### src/rtl/md_pkg.sv
// md_pkg: shared definitions for the multiply/divide sequencer.
//   md_op_e    - command encodings driven on op (6 and 7 are no-ops)
//   md_state_e - sequencer FSM states
//   cnt_width  - iteration counter width for a given operand width
package md_pkg;

  typedef enum logic [2:0] {
    MD_MULT  = 3'd0,
    MD_MULTU = 3'd1,
    MD_DIV   = 3'd2,
    MD_DIVU  = 3'd3,
    MD_MTHI  = 3'd4,
    MD_MTLO  = 3'd5
  } md_op_e;

  typedef enum logic [1:0] {
    IDLE = 2'd0,
    MUL  = 2'd1,
    DIV  = 2'd2,
    FIX  = 2'd3
  } md_state_e;

  localparam int MD_WIDTH = 32;

  // Counter must be able to hold values 0..w.
  function automatic int cnt_width(input int w);
    return $clog2(w + 1);
  endfunction

endpackage

### src/rtl/md_seq_if.sv
// md_seq_if: command/result bundle between the main control FSM and md_seq.
//   start/op/a/b        - command strobe, opcode and rs/rt operands
//   busy/done/dz/hi/lo  - status and the HI/LO register pair
// master = control FSM side, slave = md_seq side.
interface md_seq_if #(
  parameter int WIDTH = 32
);
  logic             start;
  logic [2:0]       op;
  logic [WIDTH-1:0] a;
  logic [WIDTH-1:0] b;
  logic             busy;
  logic             done;
  logic             dz;
  logic [WIDTH-1:0] hi;
  logic [WIDTH-1:0] lo;

  modport master (
    output start, op, a, b,
    input  busy, done, dz, hi, lo
  );

  modport slave (
    input  start, op, a, b,
    output busy, done, dz, hi, lo
  );
endinterface

### src/rtl/md_step.sv
// md_step: one combinational iteration of the multiply/divide loop.
//   mode    - 0: shift-add multiply step, 1: restoring divide step
//   acc     - {upper, lower} working register
//             multiply: {partial product, remaining multiplier bits}
//             divide:   {partial remainder, remaining dividend / quotient bits}
//   opd     - multiplicand (multiply) or divisor (divide) magnitude
//   acc_nxt - working register after this iteration
module md_step #(
  parameter int WIDTH = 32
) (
  input  logic               mode,
  input  logic [2*WIDTH-1:0] acc,
  input  logic [WIDTH-1:0]   opd,
  output logic [2*WIDTH-1:0] acc_nxt
);

  logic [WIDTH:0] sum_s;
  logic [WIDTH:0] rem_ext_s;
  logic [WIDTH:0] diff_s;
  logic           ok_s;

  // Compute both candidate steps and select by mode.
  always_comb begin
    // Multiply: add the multiplicand when the multiplier LSB is set; the
    // carry lands in bit WIDTH and is shifted back down with the product.
    sum_s = {1'b0, acc[2*WIDTH-1:WIDTH]}
          + (acc[0] ? {1'b0, opd} : {(WIDTH+1){1'b0}});
    // Divide: remainder shifted left with the next dividend bit brought in.
    // Remainder < divisor, so a borrow in bit WIDTH means the trial failed.
    rem_ext_s = acc[2*WIDTH-1:WIDTH-1];
    diff_s    = rem_ext_s - {1'b0, opd};
    ok_s      = ~diff_s[WIDTH];
    if (mode) begin
      acc_nxt = {(ok_s ? diff_s[WIDTH-1:0] : rem_ext_s[WIDTH-1:0]),
                 acc[WIDTH-2:0], ok_s};
    end else begin
      acc_nxt = {sum_s, acc[WIDTH-1:1]};
    end
  end

endmodule

### src/rtl/md_seq.sv
// md_seq: iterative multiply/divide sequencer owning the HI/LO pair.
//   clk  - system clock, rising edge
//   rst  - asynchronous active-low reset
//   bus  - md_seq_if slave: start/op/a/b in; busy/done/dz/hi/lo out
// MULT/MULTU/DIV/DIVU run on operand magnitudes for WIDTH iterations, then
// one FIX cycle applies signs and commits HI/LO. MTHI/MTLO and divide by
// zero complete on the accepting edge without raising busy.
module md_seq
  import md_pkg::*;
#(
  parameter int WIDTH = MD_WIDTH
) (
  input logic    clk,
  input logic    rst,
  md_seq_if.slave bus
);

  localparam int             CNT_W    = cnt_width(WIDTH);
  localparam logic [CNT_W-1:0] CNT_LAST = CNT_W'(WIDTH - 1);

  md_state_e          state_r, state_s;
  logic [CNT_W-1:0]   cnt_r, cnt_s;
  logic [2*WIDTH-1:0] acc_r, acc_s;
  logic [WIDTH-1:0]   opd_r, opd_s;
  logic               neg_q_r, neg_q_s;
  logic               neg_r_r, neg_r_s;
  logic               is_div_r, is_div_s;
  logic [WIDTH-1:0]   hi_r, hi_s;
  logic [WIDTH-1:0]   lo_r, lo_s;
  logic               busy_r, busy_s;
  logic               done_r, done_s;
  logic               dz_r, dz_s;

  logic               signed_op_s;
  logic               a_neg_s, b_neg_s;
  logic [WIDTH-1:0]   a_mag_s, b_mag_s;
  logic [2*WIDTH-1:0] step_acc_s;
  logic [2*WIDTH-1:0] prod_s;
  logic [WIDTH-1:0]   quo_s, rem_s;

  // Single iteration datapath, mode follows the active loop state.
  md_step #(.WIDTH(WIDTH)) u_step (
    .mode    (state_r == DIV),
    .acc     (acc_r),
    .opd     (opd_r),
    .acc_nxt (step_acc_s)
  );

  // Operand magnitudes at acceptance and signed results at commit time.
  always_comb begin
    signed_op_s = (bus.op == MD_MULT) || (bus.op == MD_DIV);
    a_neg_s     = signed_op_s & bus.a[WIDTH-1];
    b_neg_s     = signed_op_s & bus.b[WIDTH-1];
    a_mag_s     = a_neg_s ? ({WIDTH{1'b0}} - bus.a) : bus.a;
    b_mag_s     = b_neg_s ? ({WIDTH{1'b0}} - bus.b) : bus.b;
    prod_s      = neg_q_r ? ({(2*WIDTH){1'b0}} - acc_r) : acc_r;
    quo_s       = neg_q_r ? ({WIDTH{1'b0}} - acc_r[WIDTH-1:0]) : acc_r[WIDTH-1:0];
    rem_s       = neg_r_r ? ({WIDTH{1'b0}} - acc_r[2*WIDTH-1:WIDTH])
                          : acc_r[2*WIDTH-1:WIDTH];
  end

  // FSM next-state and next register values.
  always_comb begin
    state_s  = state_r;
    cnt_s    = cnt_r;
    acc_s    = acc_r;
    opd_s    = opd_r;
    neg_q_s  = neg_q_r;
    neg_r_s  = neg_r_r;
    is_div_s = is_div_r;
    hi_s     = hi_r;
    lo_s     = lo_r;
    busy_s   = busy_r;
    done_s   = 1'b0;
    dz_s     = dz_r;
    case (state_r)
      IDLE: begin
        if (bus.start) begin
          case (bus.op)
            MD_MULT, MD_MULTU: begin
              state_s  = MUL;
              busy_s   = 1'b1;
              dz_s     = 1'b0;
              cnt_s    = {CNT_W{1'b0}};
              acc_s    = {{WIDTH{1'b0}}, b_mag_s};
              opd_s    = a_mag_s;
              neg_q_s  = a_neg_s ^ b_neg_s;
              neg_r_s  = 1'b0;
              is_div_s = 1'b0;
            end
            MD_DIV, MD_DIVU: begin
              if (bus.b == {WIDTH{1'b0}}) begin
                // No iteration; HI/LO untouched, flag and complete now.
                dz_s   = 1'b1;
                done_s = 1'b1;
              end else begin
                state_s  = DIV;
                busy_s   = 1'b1;
                dz_s     = 1'b0;
                cnt_s    = {CNT_W{1'b0}};
                acc_s    = {{WIDTH{1'b0}}, a_mag_s};
                opd_s    = b_mag_s;
                neg_q_s  = a_neg_s ^ b_neg_s;
                neg_r_s  = a_neg_s;
                is_div_s = 1'b1;
              end
            end
            MD_MTHI: begin
              hi_s   = bus.a;
              dz_s   = 1'b0;
              done_s = 1'b1;
            end
            MD_MTLO: begin
              lo_s   = bus.a;
              dz_s   = 1'b0;
              done_s = 1'b1;
            end
            default: begin
              // Opcodes 6 and 7 are ignored entirely.
              state_s = IDLE;
            end
          endcase
        end else begin
          state_s = IDLE;
        end
      end
      MUL, DIV: begin
        acc_s = step_acc_s;
        cnt_s = cnt_r + 1'b1;
        if (cnt_r == CNT_LAST) begin
          state_s = FIX;
        end else begin
          state_s = state_r;
        end
      end
      FIX: begin
        if (is_div_r) begin
          lo_s = quo_s;
          hi_s = rem_s;
        end else begin
          {hi_s, lo_s} = prod_s;
        end
        state_s = IDLE;
        busy_s  = 1'b0;
        done_s  = 1'b1;
        cnt_s   = {CNT_W{1'b0}};
      end
      default: begin
        state_s = IDLE;
        busy_s  = 1'b0;
      end
    endcase
  end

  // State and datapath registers; reset aborts any operation in flight.
  always_ff @(posedge clk or negedge rst) begin
    if (!rst) begin
      state_r  <= IDLE;
      cnt_r    <= {CNT_W{1'b0}};
      acc_r    <= {(2*WIDTH){1'b0}};
      opd_r    <= {WIDTH{1'b0}};
      neg_q_r  <= 1'b0;
      neg_r_r  <= 1'b0;
      is_div_r <= 1'b0;
      hi_r     <= {WIDTH{1'b0}};
      lo_r     <= {WIDTH{1'b0}};
      busy_r   <= 1'b0;
      done_r   <= 1'b0;
      dz_r     <= 1'b0;
    end else begin
      state_r  <= state_s;
      cnt_r    <= cnt_s;
      acc_r    <= acc_s;
      opd_r    <= opd_s;
      neg_q_r  <= neg_q_s;
      neg_r_r  <= neg_r_s;
      is_div_r <= is_div_s;
      hi_r     <= hi_s;
      lo_r     <= lo_s;
      busy_r   <= busy_s;
      done_r   <= done_s;
      dz_r     <= dz_s;
    end
  end

  assign bus.busy = busy_r;
  assign bus.done = done_r;
  assign bus.dz   = dz_r;
  assign bus.hi   = hi_r;
  assign bus.lo   = lo_r;

endmodule

### src/flat_wrapper.sv
// flat-port wrapper written by rule: the top's interface ports become plain ports
module md_seq_flat import md_pkg::*;
#(
  parameter int WIDTH = MD_WIDTH
)
  (clk, rst, bus_start, bus_op, bus_a, bus_b, bus_busy, bus_done, bus_dz, bus_hi, bus_lo);
  md_seq_if #(.WIDTH(WIDTH)) bus_i ();
  input logic clk;
  input logic rst;
  input wire logic [$bits(bus_i.start)-1:0] bus_start;
  input wire logic [$bits(bus_i.op)-1:0] bus_op;
  input wire logic [$bits(bus_i.a)-1:0] bus_a;
  input wire logic [$bits(bus_i.b)-1:0] bus_b;
  output wire logic [$bits(bus_i.busy)-1:0] bus_busy;
  output wire logic [$bits(bus_i.done)-1:0] bus_done;
  output wire logic [$bits(bus_i.dz)-1:0] bus_dz;
  output wire logic [$bits(bus_i.hi)-1:0] bus_hi;
  output wire logic [$bits(bus_i.lo)-1:0] bus_lo;
  assign bus_i.start = bus_start;
  assign bus_i.op = bus_op;
  assign bus_i.a = bus_a;
  assign bus_i.b = bus_b;
  assign bus_busy = bus_i.busy;
  assign bus_done = bus_i.done;
  assign bus_dz = bus_i.dz;
  assign bus_hi = bus_i.hi;
  assign bus_lo = bus_i.lo;
  md_seq #(.WIDTH(WIDTH)) u_core (.clk(clk), .rst(rst), .bus(bus_i));
endmodule
### config.mk
export PLATFORM = sky130hd
export DESIGN_NAME = md_seq_flat
export DESIGN_NICKNAME = d
export VERILOG_FILES = /design/src/rtl/md_pkg.sv /design/src/rtl/md_seq_if.sv /design/src/rtl/md_step.sv /design/src/rtl/md_seq.sv /design/src/flat_wrapper.sv
export SDC_FILE = /design/constraint.sdc
export NUM_CORES = 1
export LEC_CHECK = 0
export CELL_PAD_IN_SITES_DETAIL_PLACEMENT = 0
export CELL_PAD_IN_SITES_GLOBAL_PLACEMENT = 1
export CORE_ASPECT_RATIO = 1.5
export CORE_MARGIN = 1
export CORE_UTILIZATION = 44
export DETAILED_ROUTE_END_ITERATION = 6
export GPL_TIMING_DRIVEN = 0
export PLACE_DENSITY_LB_ADDON = 0.1
export SLEW_MARGIN = 20
export SYNTH_ARGS = -nofsm -noshare
export SYNTH_HDL_FRONTEND = slang
export SYNTH_SLANG_ARGS = --single-unit
### constraint.sdc
create_clock -name clk -period 5 [get_ports clk]
set_input_delay 0.75 -clock clk [delete_from_list [all_inputs] [get_ports clk]]
set_output_delay 0.75 -clock clk [all_outputs]
set_load 0.01 [all_outputs]
After elaboration in Yosys (flattened, before gate mapping):

Cells that the tools add are included.

* input port bits: 70
* logic and storage cells: 108
* output and inout bits: 67
* flip-flop bits (word level): 174

* muxes and demuxes: 45
* bitwise gates (word level): 4
* reductions and logical operators: 21
* add/sub/neg operators: 8
* equality and inequality tests: 18

Operators by type and width (count)
* 2-to-1 mux 32 bit: 13
* 2-to-1 mux 64 bit: 4
* case mux 64 bit (2 select lines): 2
* case mux 32 bit (2 select lines): 3
* subtractor 1 x 32 -> 32 bit, first input constant: 4
* subtractor 1 x 64 -> 64 bit, first input constant: 1
* adder 32 x 33 -> 33 bit: 1
* subtractor 33 x 32 -> 33 bit: 1
* zero test 32 bit: 1
* case mux 6 bit (3 select lines): 1
* case mux 1 bit (2 select lines): 8
* AND reduction 3 bit: 5
* 2-to-1 mux 6 bit: 2
* case mux 2 bit (3 select lines): 2
* case mux 6 bit (2 select lines): 1
* AND reduction 4 bit: 3
* inequality test 3 bit, second input constant: 3
* inequality test 2 bit, second input constant: 4
* nonzero test 2 bit: 4
* OR reduction 2 bit: 4
* adder 6 x 1 -> 6 bit, second input constant: 1
* == test 3 x 2 -> 1 bit, second input constant: 2
* == test 3 bit, second input constant: 2
* == test 6 x 5 -> 1 bit, second input constant: 1
* other kinds (14): 23

Depth between registers and ports, before layout:

* depth in word-level cells: 8
* depth in mapped cells: 14
* gate-level depth less buffers: 13

Cells and area by module:

A second synthesis with hierarchy kept.

* cell total of the unflattened synthesis: 2099
* area total of the unflattened synthesis: 16572.1 sq um

Modules (own cells, without submodules)
* md_seq: instances 1, cells an instance 1436, area each 11981.5 sq um
* md_step: instances 1, cells an instance 663, area each 4590.7 sq um

Worst setup path after synthesis:

OpenSTA, ideal clock, no wires.

* kind: flip-flop to flip-flop
* from: reg u_core.acc_r[31]
* to: reg u_core.acc_r[54]
* period minus slack after synthesis: 3.522 ns
* arrival: 3.396 ns
* stages on the path, launching flop included: 15
* setup slack: 1.478 ns
* buffers on the path: 2
* setup time: 0.126 ns
* path through: dfrtp_1 inv_1 ha_1 fa_1 nand2b_1 a21o_1 a21oi_1 o2111ai_1 a2111oi_0 nor3_1 clkbuf_1 clkbuf_1 nand2_1 o21ai_0 a221o_1

* word-level cells in the longest chain between the ends: 4

RTL lines
* start, declared: line md_seq.sv:23 `logic [2*WIDTH-1:0] acc_r, acc_s;`
* start signal, assigned: line md_seq.sv:160 `acc_r <= {(2*WIDTH){1'b0}};`
* start signal, assigned: line md_seq.sv:173 `acc_r <= acc_s;`
* subtractor 33 x 32 -> 33 bit: line md_step.sv:31 `diff_s = rem_ext_s - {1'b0, opd};`
* 2-to-1 mux 32 bit: line md_step.sv:34 `acc_nxt = {(ok_s ? diff_s[WIDTH-1:0] : rem_ext_s[WIDTH-1:0]),`
* 2-to-1 mux 64 bit: line md_step.sv:33 `if (mode) begin`
* case mux 64 bit (2 select lines): line md_seq.sv:76 `case (state_r)`

Every way passes these cells.
A chain may end at the register's enable or synchronous reset.

Worst setup path in the final report:

* from: in bus_b[19]
* to: reg u_core.acc_r[30]

* word-level cells in the longest chain between the ends: 5
* elaborated cells between the ends (all ways): 8
* those cells by class: 1 x add/sub; 1 x eq/ne; 4 x mux; 2 x reduce/logical

RTL lines
* start, declared: line flat_wrapper.sv:13 `input wire logic [$bits(bus_i.b)-1:0] bus_b;`
* subtractor 1 x 32 -> 32 bit: line md_seq.sv:55 `b_mag_s = b_neg_s ? ({WIDTH{1'b0}} - bus.b) : bus.b;`
* 2-to-1 mux 32 bit: line md_seq.sv:55
* case mux 64 bit (2 select lines): line md_seq.sv:79 `case (bus.op)`
* 2-to-1 mux 64 bit: line md_seq.sv:78 `if (bus.start) begin`
* case mux 64 bit (2 select lines): line md_seq.sv:76

Several ways; a longest one is shown, not always the timed one. The select of a mux whose other input is x is not followed.

==> flow_metrics.tcl <==
set metrics [dict create \
    wl_per_cell_um 26.93 \
    worst_slew_pin_slew_ns 1.045 \
    syn_avg_cell_area_um2 7.712 \
    drcViolationCount 0 \
    layout.nets 2272 \
    dr.first_iter.drc_count 1313 \
    clk_pin_slew_worst_paths_ns 0.07 \
    dp.cells 2534 \
    grt_pass1_vias 16260 \
    period_share 0.9701 \
    slew-limit-headroom 0.3001 \
    track_usage 0.3922 \
    gp_congestion 1.004 \
    crit_fanout 10 \
    crit_top_cell "clkbuf_1" \
    antenna_found_initial 0 \
    final_common_cell "nand2_1" \
    final.setup.tns_ns 0 \
    diodes 0 \
    async_flop_share 1.000 \
    clockBufferDepth 2 \
    route.vias.total 16450 \
    ys_types 74 \
    rrSetupSlack_ns 0.19 \
    crit_path_start_kind "input port" \
    die_area_um2 35340 \
    rows 83 \
    fin_ws_ns 0.1496 \
    syn2layout_area_growth_pct 16.45 \
    start_util 0.4453 \
    synth_seq_cells 174 \
    grt_max_degree 91 \
    rsz0062_at_grt "no" \
    p_leak_uw 0.007530 \
    drt-vias-per-instance 6.410 \
    cts_inserted_buffers 17 \
    synth_edf_count 0 \
    whs_ns 0.2749 \
    status "completed" \
    ios 137 \
    end_kind "flop" \
    dp_hpwl_mm 55.20 \
    clk_latency_ns 0.47 \
    die_h_um 229.8 \
    synth-seq-area-share 0.2862 \
    cts_tree "built" \
    report.final.slew_viol_count 0 \
    peakVddDrop_mv 0.3106 \
    worstPathArrival_ns 5.22 \
    hold_viol 0 \
    maxCapViolations 0 \
    grt-ovfl-total 0 \
    drive_gt1_frac 0.03223 \
    synth_area_leaders "dfrtp_1 (29%), nand2_1 (6.4%), ha_1 (5.9%)" \
    worst_ep_required_time_ns 5.37 \
    cts-root-buf "clkbuf_16" \
    grt_pass1_wl_mm 101.8 \
    syn_inst 1973 \
    instances_no_fill 2566 \
    fp.coreArea_um2 34170 \
    ctsHoldBuffers 0 \
    synth.top_cell.area_share 0.2862 \
    final_cell_mix "nand2_1 (258), nor2_1 (182), o21ai_0 (180)" \
    yosysTopAreaCell "dfrtp_1" \
    finalCriticalPeriod_ns 4.850 \
    portBuffers 135 \
    cp_cell_sequence "clkdlybuf4s50_1 > or4_1 > or3_1 > nor4_1 > a41o_1 > clkbuf_1 > clkbuf_1 > buf_1 > nand2_1 > o21ai_0" \
    cpMaxStageDelayCell "clkbuf_1" \
    ant_nets 0 \
    yosys_warnings 0 \
    criticalPathCategory "input port to flop" \
    synth_nets 2117 \
    drt_first_pass_iters 7 \
    cts_sinks 174 \
    synth_top_flop_cell "dfrtp_1" \
    hp-class "input port to async pin" \
    place_ws_ns -0.2853 \
    powerDensity_nw_per_um2 698.5 \
    drt_wl_total_mm 69.11 \
    critPathMaxStageDelay_ns 0.70 \
    clock_skew_ns 0.01707 \
    die_w_um 153.8 \
    h-tree-depth 4 \
    fillCellCount 3412 \
    syn_area_um2 15220 \
    max_freq_mhz 206.2 \
    setup_violations 0 \
]
synth_stat cells, types with 5 or more instances:
cell       number
nand2_1       258
nor2_1        182
o21ai_0       180
dfrtp_1       174
a21oi_1       159
clkbuf_1      102
xor2_1         87
xnor2_1        75
ha_1           72
inv_1          72
mux2i_1        49
a21o_1         44
nor3_1         39
nand3_1        35
a31oi_1        33
a211oi_1       30
o31ai_1        30
nand2b_1       26
or3_1          21
nor2b_1        19
a221oi_1       18
or4_1          18
nor4_1         16
o41ai_1        16
o211ai_1       14
a221o_1        12
and2_1         12
buf_1          12
o21a_1         12
a222oi_1       11
and3_1         10
nand3b_1       10
o221ai_1        9
a21boi_0        8
a22oi_1         8
o21bai_1        7
mux2_2          6
nand4_1         6
o311ai_0        6
or2_2           6
a2111oi_0       5
buf_2           5
o22ai_1         5
o31a_1          5
layer usage:
metal  global-route usage  wire length [um]
met2               0.6791             33670
met4               0.3394              6577
met1               0.4147             24860
met3              0.06050              4002
met5                    0                 0
worst max-delay path: cells and delay by family:
family | cells | cell delay, ns
simple gates | 4 | 1.60
buf+inv | 4 | 2.31
compound gates | 2 | 0.54
path summary, 6_finish.rpt:
path,startpoint,end,depth (start not counted)
max,bus_b[19],u_core.acc_r[30],10
min,rst,u_core.cnt_r[1],1
max reg2reg,u_core.acc_r[31],u_core.acc_r[36],13
min reg2reg,u_core.bus.lo[6],u_core.bus.lo[6],2
max in group asynchronous,rst,u_core.bus.hi[6],2
min in group clk,u_core.bus.lo[6],u_core.bus.lo[6],2
logic make-up after synthesis:
family                     after synthesis  synth area share
adders and majority gates               74           0.06184
muxes                                   55           0.03667
and+or+nand+nor                        673            0.2031
buffers and inverters                  194           0.04827
AOI/OAI and AO/OA                      641            0.2707
xor gates and xnor gates               162           0.09325
DFF                                    174            0.2862
per-stage QoR:
| step | util | cell area (um^2) | total power [uW] |
|---|---|---|---|
| finish | 0.5186 | 17720 | 12380 |
| CTS | 0.5185 | 17720 | 12190 |
| floorplan | - | 15220 | 7598 |
| global route | 0.5186 | 17720 | 13100 |
| global placement | 0.5005 | 17100 | 10710 |
| detailed placement | 0.5014 | 17130 | 10780 |
timing repair:
action                                  4_1_cts  5_1_grt
resized for setup                             4        3
endpoints found under the setup margin       17       10
setup buffers                                 0        0
cloned                                        0        0
where the power goes:
group          leakage, uW  switching, uW  internal [uW]
logic              0.00510           5150           2930
clock network     0.000281            692            705
registers          0.00215            872           2040
total              0.00753           6710           5670
state kept, by name (all words and copies together), names as in the netlist, 2 cells and up:
name and flops:
u_core.bus.lo 32, u_core.bus.hi 32, u_core.state_r 2, u_core.cnt_r 6, u_core.opd_r 32, u_core.acc_r 64
cell type report:
| type | count | area, um^2 | share of cell area |
|---|---|---|---|
| Multi-Input combinational cell | 1605 | 10130 | 0.5719 |
| Sequential cell | 174 | 4354 | 0.2457 |
| Timing Repair Buffer | 136 | 1384 | 0.07810 |
| Tap cell | 425 | 531.8 | 0.03001 |
| Buffer | 119 | 457.9 | 0.02585 |
| Clock buffer | 17 | 425.4 | 0.02401 |
| Inverter | 75 | 281.5 | 0.01589 |
| Clock inverter | 15 | 150.1 | 0.008474 |
Power figures use the tool's default switching activity.
